## src/rtl/cs_resolve_if.sv

```systemverilog
// ============================================================================
// Module : cs_resolve_if
// Brief  : Column-in / digit-out handshake bundle for the carry-save resolver.
// Rev    : 1.0
// ============================================================================
`default_nettype none

interface cs_resolve_if #(
    parameter int COL_W   = 20,
    parameter int DIGIT_W = 16
);
    logic               in_valid;
    logic               in_ready;
    logic [COL_W-1:0]   in_c;
    logic [COL_W-1:0]   in_s;
    logic               out_valid;
    logic               out_ready;
    logic [DIGIT_W-1:0] out_digit;
    logic               out_last;

    modport master (
        output in_valid, in_c, in_s, out_ready,
        input  in_ready, out_valid, out_digit, out_last
    );

    modport slave (
        input  in_valid, in_c, in_s, out_ready,
        output in_ready, out_valid, out_digit, out_last
    );
endinterface

`default_nettype wire

```

## src/rtl/cs_resolve.sv

```systemverilog
// ============================================================================
// Module : cs_resolve
// Brief  : Sequential carry-propagate resolver; turns carry-save column pairs
//          into NUM_COLS binary digits plus one final carry digit per frame.
// Rev    : 1.0
// ============================================================================
`default_nettype none

module cs_resolve #(
    parameter int DIGIT_W  = 16,
    parameter int COL_W    = 20,
    parameter int NUM_COLS = 8
) (
    input  wire logic     clk,
    input  wire logic     rst_n,
    cs_resolve_if.slave   bus,
    output logic          busy
);
    localparam int SUM_W = COL_W + 2;
    localparam int CW    = SUM_W - DIGIT_W;
    localparam int CNT_W = (NUM_COLS > 1) ? $clog2(NUM_COLS) : 1;

    localparam logic [0:0] S_ACCUM = 1'b0;
    localparam logic [0:0] S_FLUSH = 1'b1;

    logic [0:0]         r_state;
    logic [CNT_W-1:0]   r_cnt;
    logic [CW-1:0]      r_carry;
    logic               r_out_valid;
    logic [DIGIT_W-1:0] r_out_digit;
    logic               r_out_last;
    logic               r_busy;

    logic               w_out_free;
    logic               w_accept;
    logic               w_flush_load;
    logic               w_handoff;
    logic [SUM_W-1:0]   w_sum;

    assign w_out_free   = !r_out_valid || bus.out_ready;
    assign bus.in_ready = (r_state == S_ACCUM) && w_out_free;
    assign w_accept     = bus.in_valid && bus.in_ready;
    assign w_flush_load = (r_state == S_FLUSH) && w_out_free;
    assign w_handoff    = r_out_valid && bus.out_ready;
    // Cannot overflow: 2*(2^COL_W-1) + (2^CW-1) < 2^SUM_W.
    assign w_sum        = SUM_W'(bus.in_c) + SUM_W'(bus.in_s) + SUM_W'(r_carry);

    assign bus.out_valid = r_out_valid;
    assign bus.out_digit = r_out_digit;
    assign bus.out_last  = r_out_last;
    assign busy          = r_busy;

    always_ff @(posedge clk or negedge rst_n) begin
        if (!rst_n) begin
            r_state     <= S_ACCUM;
            r_cnt       <= '0;
            r_carry     <= '0;
            r_out_valid <= 1'b0;
            r_out_digit <= '0;
            r_out_last  <= 1'b0;
        end else if (w_accept) begin
            r_out_digit <= w_sum[DIGIT_W-1:0];
            r_carry     <= w_sum[SUM_W-1:DIGIT_W];
            r_out_last  <= 1'b0;
            r_out_valid <= 1'b1;
            if (r_cnt == CNT_W'(NUM_COLS - 1)) begin
                r_cnt   <= '0;
                r_state <= S_FLUSH;
            end else begin
                r_cnt   <= r_cnt + CNT_W'(1);
            end
        end else if (w_flush_load) begin
            r_out_digit <= {{(DIGIT_W - CW){1'b0}}, r_carry};
            r_out_last  <= 1'b1;
            r_out_valid <= 1'b1;
            r_carry     <= '0;
            r_state     <= S_ACCUM;
        end else if (w_handoff) begin
            r_out_valid <= 1'b0;
        end
    end

    // A new frame's first accept may coincide with the previous flush handoff; set wins.
    always_ff @(posedge clk or negedge rst_n) begin
        if (!rst_n) begin
            r_busy <= 1'b0;
        end else if (w_accept) begin
            r_busy <= 1'b1;
        end else if (w_handoff && r_out_last) begin
            r_busy <= 1'b0;
        end
    end
endmodule

`default_nettype wire
```

## src/flat_wrapper.sv

```systemverilog
// flat-port wrapper written by rule: the top's interface ports become plain ports
module cs_resolve_flat 
#(
    parameter int DIGIT_W  = 16,
    parameter int COL_W    = 20,
    parameter int NUM_COLS = 8
)
  (clk, rst_n, busy, bus_in_valid, bus_in_c, bus_in_s, bus_out_ready, bus_in_ready, bus_out_valid, bus_out_digit, bus_out_last);
  cs_resolve_if #(.COL_W(COL_W), .DIGIT_W(DIGIT_W)) bus_i ();
  input  wire logic clk;
  input  wire logic rst_n;
  output logic busy;
  input wire logic [$bits(bus_i.in_valid)-1:0] bus_in_valid;
  input wire logic [$bits(bus_i.in_c)-1:0] bus_in_c;
  input wire logic [$bits(bus_i.in_s)-1:0] bus_in_s;
  input wire logic [$bits(bus_i.out_ready)-1:0] bus_out_ready;
  output wire logic [$bits(bus_i.in_ready)-1:0] bus_in_ready;
  output wire logic [$bits(bus_i.out_valid)-1:0] bus_out_valid;
  output wire logic [$bits(bus_i.out_digit)-1:0] bus_out_digit;
  output wire logic [$bits(bus_i.out_last)-1:0] bus_out_last;
  assign bus_i.in_valid = bus_in_valid;
  assign bus_i.in_c = bus_in_c;
  assign bus_i.in_s = bus_in_s;
  assign bus_i.out_ready = bus_out_ready;
  assign bus_in_ready = bus_i.in_ready;
  assign bus_out_valid = bus_i.out_valid;
  assign bus_out_digit = bus_i.out_digit;
  assign bus_out_last = bus_i.out_last;
  cs_resolve #(.DIGIT_W(DIGIT_W), .COL_W(COL_W), .NUM_COLS(NUM_COLS)) u_core (.clk(clk), .rst_n(rst_n), .bus(bus_i), .busy(busy));
endmodule
```

## config.mk

```make
export PLATFORM = sky130hd
export DESIGN_NAME = cs_resolve_flat
export DESIGN_NICKNAME = d
export VERILOG_FILES = /design/src/rtl/cs_resolve_if.sv /design/src/rtl/cs_resolve.sv /design/src/flat_wrapper.sv
export SDC_FILE = /design/constraint.sdc
export NUM_CORES = 1
export LEC_CHECK = 0
export ABC_AREA = 0
export CORE_MARGIN = 2
export CORE_UTILIZATION = 52
export DETAILED_ROUTE_END_ITERATION = 8
export GPL_TIMING_DRIVEN = 0
export PLACE_DENSITY = 0.82
export SLEW_MARGIN = 25
export SYNTH_ARGS = -nofsm -noshare
export SYNTH_HDL_FRONTEND = slang
export SYNTH_SLANG_ARGS = --single-unit
```

## constraint.sdc

```tcl
create_clock -name clk -period 3.5 [get_ports clk]
set_input_delay 0.875 -clock clk [delete_from_list [all_inputs] [get_ports clk]]
set_output_delay 0.875 -clock clk [all_outputs]
set_load 0.05 [all_outputs]
```

# Word-level counts from Yosys, hierarchy flattened
# Cells that the tools add are included.
[op_classes]
mux = 15
addsub = 3
reduce_logical = 11
bitwise_logic = 1
eq_ne = 2
[ops]
columns = ["operator", "n"]
rows = [
  ["$mux 16", 2],
  ["$add 22x6->22", 1],
  ["$add 20x20->21", 1],
  ["$mux 6", 2],
  ["$mux 1", 10],
  ["$logic_and 1x1->1", 5],
  ["$reduce_bool 2->1", 2],
  ["$add 3x1->3 const B", 1],
  ["$eq 3x3->1 const B", 1],
  ["$mux 3", 1],
  ["$reduce_bool 3->1", 1],
  ["$ne 2x2->1 const B", 1],
  ["$reduce_and 2->1", 1],
  ["$logic_not 1->1", 1],
  ["$logic_or 1x1->1", 1],
  ["$not 1->1", 1],
]
[totals]
out_inout_bits = 20
elab_cells = 39
in_bits = 44
register_bits = 29

# Logic depth before layout (Yosys ltp)
# Gate-level depths: netlist (run 1).
[logic_depth]
ltp_word = 6
depth_mapped = 13
ltp_nobuf = 13

# Least setup slack after synthesis (run 1)
# Ideal clock, no wire load.
[synth_path]
kind = "input to register"
from = "in bus_in_s[0]"
to = "reg u_core.r_carry[5]"
path_buffers = 0
t_arrival_ns = 3.867
setup_ns = 0.065
setup_slack_ns = -0.431
path_stages = 12
required_time_ns = 3.435
path_cell_list = "ha_1 fa_1 xor2_1 ha_1 nand2_1 o21ai_0 nor4_1 or3_1 nor4b_1 nand3_1 nor4bb_1 a31o_2"
[synth_between]
elab_chain_len = 3
[synth_lines]
columns = ["item", "line_no", "text"]
rows = [
  ["start, declared", "flat_wrapper.sv:15", "input wire logic [$bits(bus_i.in_s)-1:0] bus_in_s;"],
  ["$add 20x20->21", "cs_resolve.sv:46", "assign w_sum = SUM_W'(bus.in_c) + SUM_W'(bus.in_s) + SUM_W'(r_carry);"],
  ["$add 22x6->22", "cs_resolve.sv:46", ""],
  ["$mux 6", "cs_resolve.sv:61", "end else if (w_accept) begin"],
  ["end signal, assigned", "cs_resolve.sv:63", "r_carry <= w_sum[SUM_W-1:DIGIT_W];"],
  ["end, declared", "cs_resolve.sv:28", "logic [CW-1:0] r_carry;"],
]
# Every way passes these cells.
# A chain may end at the register's enable or synchronous reset.

# Final worst setup path (run 1)
[layout_path]
from = "in bus_in_s[12]"
to = "reg u_core.r_carry[4]"
# The elaborated chain is that of the path after synthesis.

==> results.py, run 1 <==
metrics = {
    "drt": {
        "drc": 0,
        "avgViaCountPerCell": 6.530,
        "wl_per_cell_um": 19.54,
        "via_count": 3513,
        "drt-total-wl_um": 10510,
        "ant_nets": 0,
        "drt_iter0_drc": 296,
        "firstDrtPassIters": 5,
    },
    "cells_and_area": {
        "final_util_pct": 83.69,
        "n_antenna_cell": 0,
        "final_net_count": 539,
        "final_area_um2": 4552,
        "register_area_um2": 725.7,
        "multi_input_area_um2": 2572,
        "layout-drive-gt1-share_pct": 28.76,
        "fill_cells": 287,
        "area_growth_pct": 56.61,
    },
    "logic_synthesis": {
        "synthesis.area_um2": 2907,
        "ys_seq_area_share_pct": 24.97,
        "synthTopCellsByCount": "38 x nand2_1, 29 x dfrtp_1, 28 x ha_1",
        "synthFlopType": "dfrtp_1",
        "synth_nets": 428,
        "synthArstFlopShare_pct": 100.0,
        "ys_warn_count": 0,
        "ys_ff_latch": 29,
        "postSynthAreaPerCell_um2": 8.211,
        "post_synth_num_cell_types": 62,
        "synthesis.instances": 354,
        "yosysTopAreaCellShare_pct": 24.97,
        "synth.most_common_cell": "nand2_1",
        "synth_edf_count": 0,
        "synth_top_area_cell": "dfrtp_1",
        "synth.area.top_cells": "dfrtp_1 25%, ha_1 12%, nand2_1 4.9%, o21ai_0 4.6%, xnor2_1 4.5%",
    },
    "worst_setup_path": {
        "cp-end-kind": "flop",
        "path_class": "in2reg",
        "arrival_ns": 3.92,
        "crit_required_ns": 3.72,
        "rr_startpoint": "u_core.r_carry[0]",
        "r2r_slack_ns": 0.78,
        "setup.worst_path.end": "u_core.r_carry[4]",
        "reg2regPathDepth": 11,
        "r2r_end": "u_core.r_carry[4]",
        "cp-start-kind": "input pin",
        "crit_start": "bus_in_s[12]",
        "cp_max_fo": 8,
    },
    "floorplanning": {
        "core_area_um2": 5439,
        "initial_core_util_pct": 53.44,
        "die-area_um2": 6203,
        "row_count": 27,
        "ios": 64,
        "fp.dieH_um": 78.76,
        "die_x_um": 78.76,
    },
    "cts": {
        "cts_tree": "built",
        "clock_latency_ns": 0.29,
        "clk_pin_slew_ns": 0.07,
        "cts_buffers": 5,
        "clock_path_buffers": 2,
        "htree_num_levels": 2,
        "ctsHoldBuffers": 0,
        "cts_sinks": 29,
        "root_buffer": "clkbuf_8",
    },
    "timing": {
        "setup-violations-final": 4,
        "slew_violations": 0,
        "max_freq_mhz": 270.4,
        "fin_crit_ns": 3.699,
        "rsz0062_at_grt": "yes",
        "worst_pin_slew_ns": 0.9162,
        "hold_viol": 0,
        "holdWs_ns": 0.4723,
        "setup_tns_ns": -0.3772,
        "slew_headroom_pct": 38.14,
        "post-route-period-util_pct": 105.7,
        "finalClockSkew_ns": 0.006551,
        "setup_slack_ns": -0.1986,
    },
    "worst_hold_path": {
        "hp-class": "reg2reg",
        "hold_depth": 2,
    },
    "global_routing": {
        "grt_pass1_wl_um": 14230,
        "grt_pass1_vias": 3188,
        "grt_max_degree": 30,
        "grt_usage_pct": 28.45,
        "antenna_found_initial": 0,
        "grt-ovfl-total": 0,
    },
    "job": {
        "drv_cap": 0,
    },
    "pwr": {
        "peakVddDrop_v": 0.0004511,
        "p_leak_nw": 1.962,
        "power_density_nw_per_um2": 487.7,
    },
    "outcome": {
        "violations": "negative setup slack",
        "status": "complete, but fails checks",
    },
    "placement": {
        "numPortBuffers": 63,
        "routabilityCongestion": 0.9020,
        "hpwlAfterDp_um": 5643,
        "place_area_um2": 3690,
    },
}
## flip-flops by register name, summed over array words and instances (netlist names)
name / flops
u_core.bus.out_digit: 16
u_core.bus.out_last: 1
u_core.bus.out_valid: 1
u_core.busy: 1
u_core.r_carry: 6
u_core.r_cnt: 3
u_core.r_state: 1
## critical path, stage by stage
cell and delay, ns:
clkdlybuf4s50_1 0.45, ha_4 0.35, nand2_2 0.11, a2111oi_4 0.26, a22oi_2 0.16, and4b_1 0.24
or3_4 0.39, or3b_4 0.41, buf_4 0.16, nor3_1 0.30, a211o_1 0.21
## worst min-delay path by stage
stage | startpoint | endpoint | slack, ns
finish | u_core.bus.out_digit[1] | u_core.bus.out_digit[1] | 0.47
CTS | u_core.bus.out_digit[1] | u_core.bus.out_digit[1] | 0.48
floorplan | u_core.r_cnt[1] | u_core.r_cnt[1] | 0.45
global placement | u_core.bus.out_digit[1] | u_core.bus.out_digit[1] | 0.46
detailed placement | u_core.bus.out_digit[1] | u_core.bus.out_digit[1] | 0.46
global route | u_core.bus.out_digit[0] | u_core.bus.out_digit[0] | 0.50
## power breakdown
group | total, mW | internal (mW) | leakage [nW] | switching, mW
logic | 1.43 | 0.599 | 1.56 | 0.829
clock network | 0.272 | 0.137 | 0.0439 | 0.135
registers | 0.519 | 0.443 | 0.357 | 0.0766
## cells in the final DEF (no fill, tap or decap), drive strengths merged, types with 3 or more instances in the layout
cell / n
buf: 55
o211ai: 6
xor2: 9
inv: 5
clkbuf: 12
nor2b: 3
mux2i: 3
or3: 5
nand2b: 4
a21o: 8
nand3: 23
o311ai: 4
a22oi: 8
or2: 3
nor2: 23
xnor2: 15
o21ai: 30
a21oi: 24
clkdlybuf4s50: 33
dfrtp: 29
o21bai: 3
nand2: 38
nand4: 6
and3: 8
dlymetal6s2s: 9
and4: 3
ha: 28
a221o: 3
nor3: 9
dlygate4sd2: 14
a211oi: 5
and2: 4
## layout make-up
type / instances / share of cell area [%]
inverter: 5 / 0.4123
tap: 72 / 1.979
clock inverter: 3 / 0.3848
buffer: 12 / 2.062
timing repair buffer: 108 / 21.19
clock buffer: 5 / 1.512
sequential: 29 / 15.94
multi-input combinational: 304 / 56.51
## cells by family (layout without fill, tap and decap cells)
family | Yosys count | count (layout) | share of synthesized area [%]
AO/OA/AOI/OAI | 108 | 108 | 25.66
XOR/XNOR | 24 | 24 | 7.232
adder cells (fa/ha/maj) | 30 | 30 | 13.43
buffers and inverters | 21 | 133 | 3.014
flip-flops | 29 | 29 | 24.97
multiplexers | 3 | 3 | 1.033
AND/OR/NAND/NOR | 139 | 139 | 24.67
## layer usage
layer / part of all wire, % / vias up / global-route usage [%]
met4: 5.6 / 0 / 9.825
met2: 50 / 229 / 52.48
met5: 0 / - / 0
met3: 7.6 / 63 / 4.318
met1: 37 / 1670 / 33.43
li1: - / 1551 / -
## what timing repair did
| item | 4_1_cts | 5_1_grt |
|---|---|---|
| resized for setup | 92 | 44 |
| setup endpoints to repair | 13 | 9 |
| buffers inserted | 32 | 13 |
| pin swaps | 54 | 35 |
## per-stage QoR
step,setup WS [ns],total power [mW],std cells
after detailed placement,-0.7978,1.665,489
after global routing,-0.1962,2.324,538
after floorplan,0.01134,1.316,354
final,-0.1986,2.220,538
after CTS,0.0002331,2.085,525
after global placement,-0.8015,1.636,489
Power figures use the tool's default switching activity.
==> run 2, diff against run 1 <==
--- a/config.mk
+++ b/config.mk
@@ -6,7 +6,8 @@
 export NUM_CORES = 1
 export LEC_CHECK = 0
 export ABC_AREA = 0
-export CORE_MARGIN = 2
+export ABC_CLOCK_PERIOD_IN_PS = 3500
+export CORE_MARGIN = 8
 export CORE_UTILIZATION = 52
 export DETAILED_ROUTE_END_ITERATION = 8
 export GPL_TIMING_DRIVEN = 0
==> run 2 against run 1 <==
  * Final cell count is 1.1% lower
  * Die area up 33%
  * Design area is 3.5% lower
  * Global-route usage is 5.7 points lower
  * Clock power fell by 1%
  * Power fell by 1.3%
  * Flip-flop and latch count unchanged
  * Register-to-register slack better by 0.02 ns
  * Clock skew about the same
  * Via count decreased by 3.3%
  * The run still ends with negative setup slack left
  * Sequential share of layout area is 0.57 points higher
  * Worst setup slack better by 0.12 ns
  * Largest power group unchanged
==> results.py, run 2 (synthesized netlist as in run 1, its figures left out) <==
metrics = {
    "worst_setup_path": {
        "r2r_slack_ns": 0.80,
        "cp_max_fo": 9,
        "crit_required_ns": 3.68,
        "path_class": "in2reg",
        "slowest_delay_ns": 0.58,
        "cp_cell_sequence": "clkdlybuf4s50_1 -> ha_4 -> a21oi_2 -> o21ai_1 -> a22oi_2 -> buf_4 -> buf_4 -> o211ai_1 -> a221oi_1 -> nor2_1 -> nor4bb_2 -> a31o_2",
        "cp_slowest_cell": "a221oi_1",
        "critPathBufInv": 3,
        "critPathTopFamily": "compound AO/OA/AOI/OAI gates",
        "rr_startpoint": "u_core.r_carry[0]",
        "reg2regPathDepth": 11,
        "crit_path_frequent_cell": "buf_4",
        "cp-start-kind": "input pin",
        "cp-end-kind": "flop",
        "r2r_end": "u_core.r_carry[4]",
        "arrival_ns": 3.76,
    },
    "job": {
        "drv_cap": 0,
    },
    "worst_hold_path": {
        "hold_depth": 2,
        "worst_hold_startpoint": "u_core.busy",
        "hold_end": "u_core.busy",
        "hp-class": "reg2reg",
    },
    "placement": {
        "place_ws_ns": -0.7800,
        "numPortBuffers": 63,
        "routabilityCongestion": 0.9224,
        "hpwlAfterDp_um": 6090,
        "place_area_um2": 3690,
    },
    "cells_and_area": {
        "fill_cells": 333,
        "n_antenna_cell": 0,
        "final_net_count": 533,
        "final_area_um2": 4394,
        "largest_reg_flops": 16,
        "final_cell_mix": "41 x clkdlybuf4s50_1, 39 x buf_4, 35 x nand2_1, 29 x dfrtp_1, 22 x nor2_1",
        "multi_input_area_um2": 2492,
        "area_growth_pct": 51.18,
        "layout-drive-gt1-share_pct": 26.52,
        "final_common_cell": "clkdlybuf4s50_1",
        "register_area_um2": 725.7,
    },
    "timing": {
        "setup-violations-final": 2,
        "hold_viol": 0,
        "fin_crit_ns": 3.583,
        "slew_violations": 0,
        "setup_slack_ns": -0.08286,
        "worst_pin_slew_ns": 0.9386,
        "max_freq_mhz": 279.1,
        "slew_headroom_pct": 36.63,
        "rsz0062_at_grt": "yes",
        "post-route-period-util_pct": 102.4,
        "finalClockSkew_ns": 0.006485,
    },
    "outcome": {
        "violations": "negative setup slack",
        "status": "complete, but fails checks",
    },
    "floorplanning": {
        "fp.dieH_um": 90.76,
        "row_count": 27,
        "core_area_um2": 5439,
        "initial_core_util_pct": 53.44,
        "die_x_um": 90.76,
        "ios": 64,
        "die-area_um2": 8237,
    },
    "cts": {
        "clk_pin_slew_ns": 0.07,
        "htree_num_levels": 2,
        "root_buffer": "clkbuf_8",
        "ctsHoldBuffers": 0,
        "cts_buffers": 5,
        "clock_latency_ns": 0.28,
        "cts_tree": "built",
        "clock_path_buffers": 2,
        "cts_sinks": 29,
    },
    "global_routing": {
        "grt_usage_pct": 22.77,
        "grt_pass1_wl_um": 15910,
        "antenna_found_initial": 0,
        "grt_max_degree": 30,
        "grt-ovfl-total": 0,
        "grt_pass1_vias": 3449,
    },
    "drt": {
        "drt-total-wl_um": 9582,
        "firstDrtPassIters": 6,
        "wl_per_cell_um": 18.01,
        "drc": 0,
        "via_count": 3397,
        "drt_iter0_drc": 293,
        "ant_nets": 0,
        "avgViaCountPerCell": 6.385,
    },
    "pwr": {
        "power_density_nw_per_um2": 498.6,
        "p_leak_nw": 1.828,
        "p_seq_share_pct": 23.8,
        "switching_share_pct": 46.89,
        "power.internal_mw": 1.163,
        "peakVddDrop_v": 0.0004457,
        "clock_power_share_pct": 12.2,
        "p_sw_mw": 1.027,
        "power_frac_comb_pct": 63.9,
    },
}
==> run 2: changes by cell type in the layout (fill, tap and decap cells not counted), moves of 3 or more <==
| cell | before | now |
|---|---|---|
| dlymetal6s2s_1 | 9 | 1 |
| a21oi_2 | 4 | 8 |
| ha_4 | 16 | 12 |
| ha_1 | 10 | 13 |
| a21oi_4 | 4 | 1 |
| o21ai_1 | 5 | 8 |
| buf_8 | 3 | 0 |
| buf_4 | 44 | 39 |
| clkdlybuf4s50_1 | 33 | 41 |
==> run 2: how the worst max path moves through the flow <==
| stage | start | endpoint | slack, ns | depth (start not counted) |
|---|---|---|---|---|
| 3_5_place_dp | bus_in_s[1] | u_core.r_carry[5] | -0.78 | 12 |
| 6_report | bus_in_s[8] | u_core.r_carry[5] | -0.08 | 12 |
| 2_1_floorplan | bus_in_s[6] | u_core.r_carry[4] | 0.01 | 10 |
| 5_1_grt | bus_in_c[9] | u_core.r_carry[5] | -0.25 | 11 |
| 4_1_cts | bus_in_s[11] | u_core.r_carry[4] | 0.001 | 10 |
| 3_3_place_gp | bus_in_s[1] | u_core.r_carry[5] | -0.80 | 12 |
==> run 2: layer usage <==
metal  part of all wire [%]  global-route usage [%]  routed length, um  vias up
met2                     50                   40.44               4764      193
met1                     39                   25.86               3755     1609
met4                    4.2                   8.460                401        0
li1                       -                       -                  -     1539
met5                      0                       0                  0        -
met3                    6.9                   4.988                661       56
==> run 2: layout make-up <==
class / count / share of cell area, %
Tap cell: 72 / 2.050
Clock inverter: 3 / 0.3986
Inverter: 5 / 0.4271
Clock buffer: 5 / 1.566
Timing Repair Buffer: 102 / 20.33
Sequential cell: 29 / 16.51
Buffer: 12 / 1.993
Multi-Input combinational cell: 304 / 56.72
==> run 2: power groups by stage <==
stage                     logic (mW)  clock network (mW)  registers [mW]
final                           1.40               0.268           0.521
after global routing            1.49               0.285           0.534
after CTS                       1.31               0.271           0.517
after detailed placement        1.15                   0           0.523
after global placement          1.12                   0           0.520
after floorplan                0.545                   0           0.771
==> run 2: tightest hold or removal path: stages, from the launching register on <==
cell	delay (ns)
dfrtp_1	0.34
nand2_1	0.05
nand2_1	0.05
==> run 2: metrics by stage <==
stage	instances	hold slack, ns	power [mW]	util, %	setup TNS [ns]
after CTS	530	0.4775	2.097	79.41	0
final	532	0.4698	2.191	80.79	-0.1577
after global routing	532	0.4971	2.311	80.79	-0.8036
after detailed placement	489	0.4617	1.670	67.84	-7.813
after floorplan	354	0.4498	1.316	-	0
after global placement	489	0.4589	1.642	67.93	-7.172
==> run 2: what timing repair did <==
| action | CTS | global route |
|---|---|---|
| setup buffers | 37 | 2 |
| pin swaps | 60 | 13 |
| endpoints found under the setup margin | 13 | 12 |
| resized for setup | 92 | 22 |
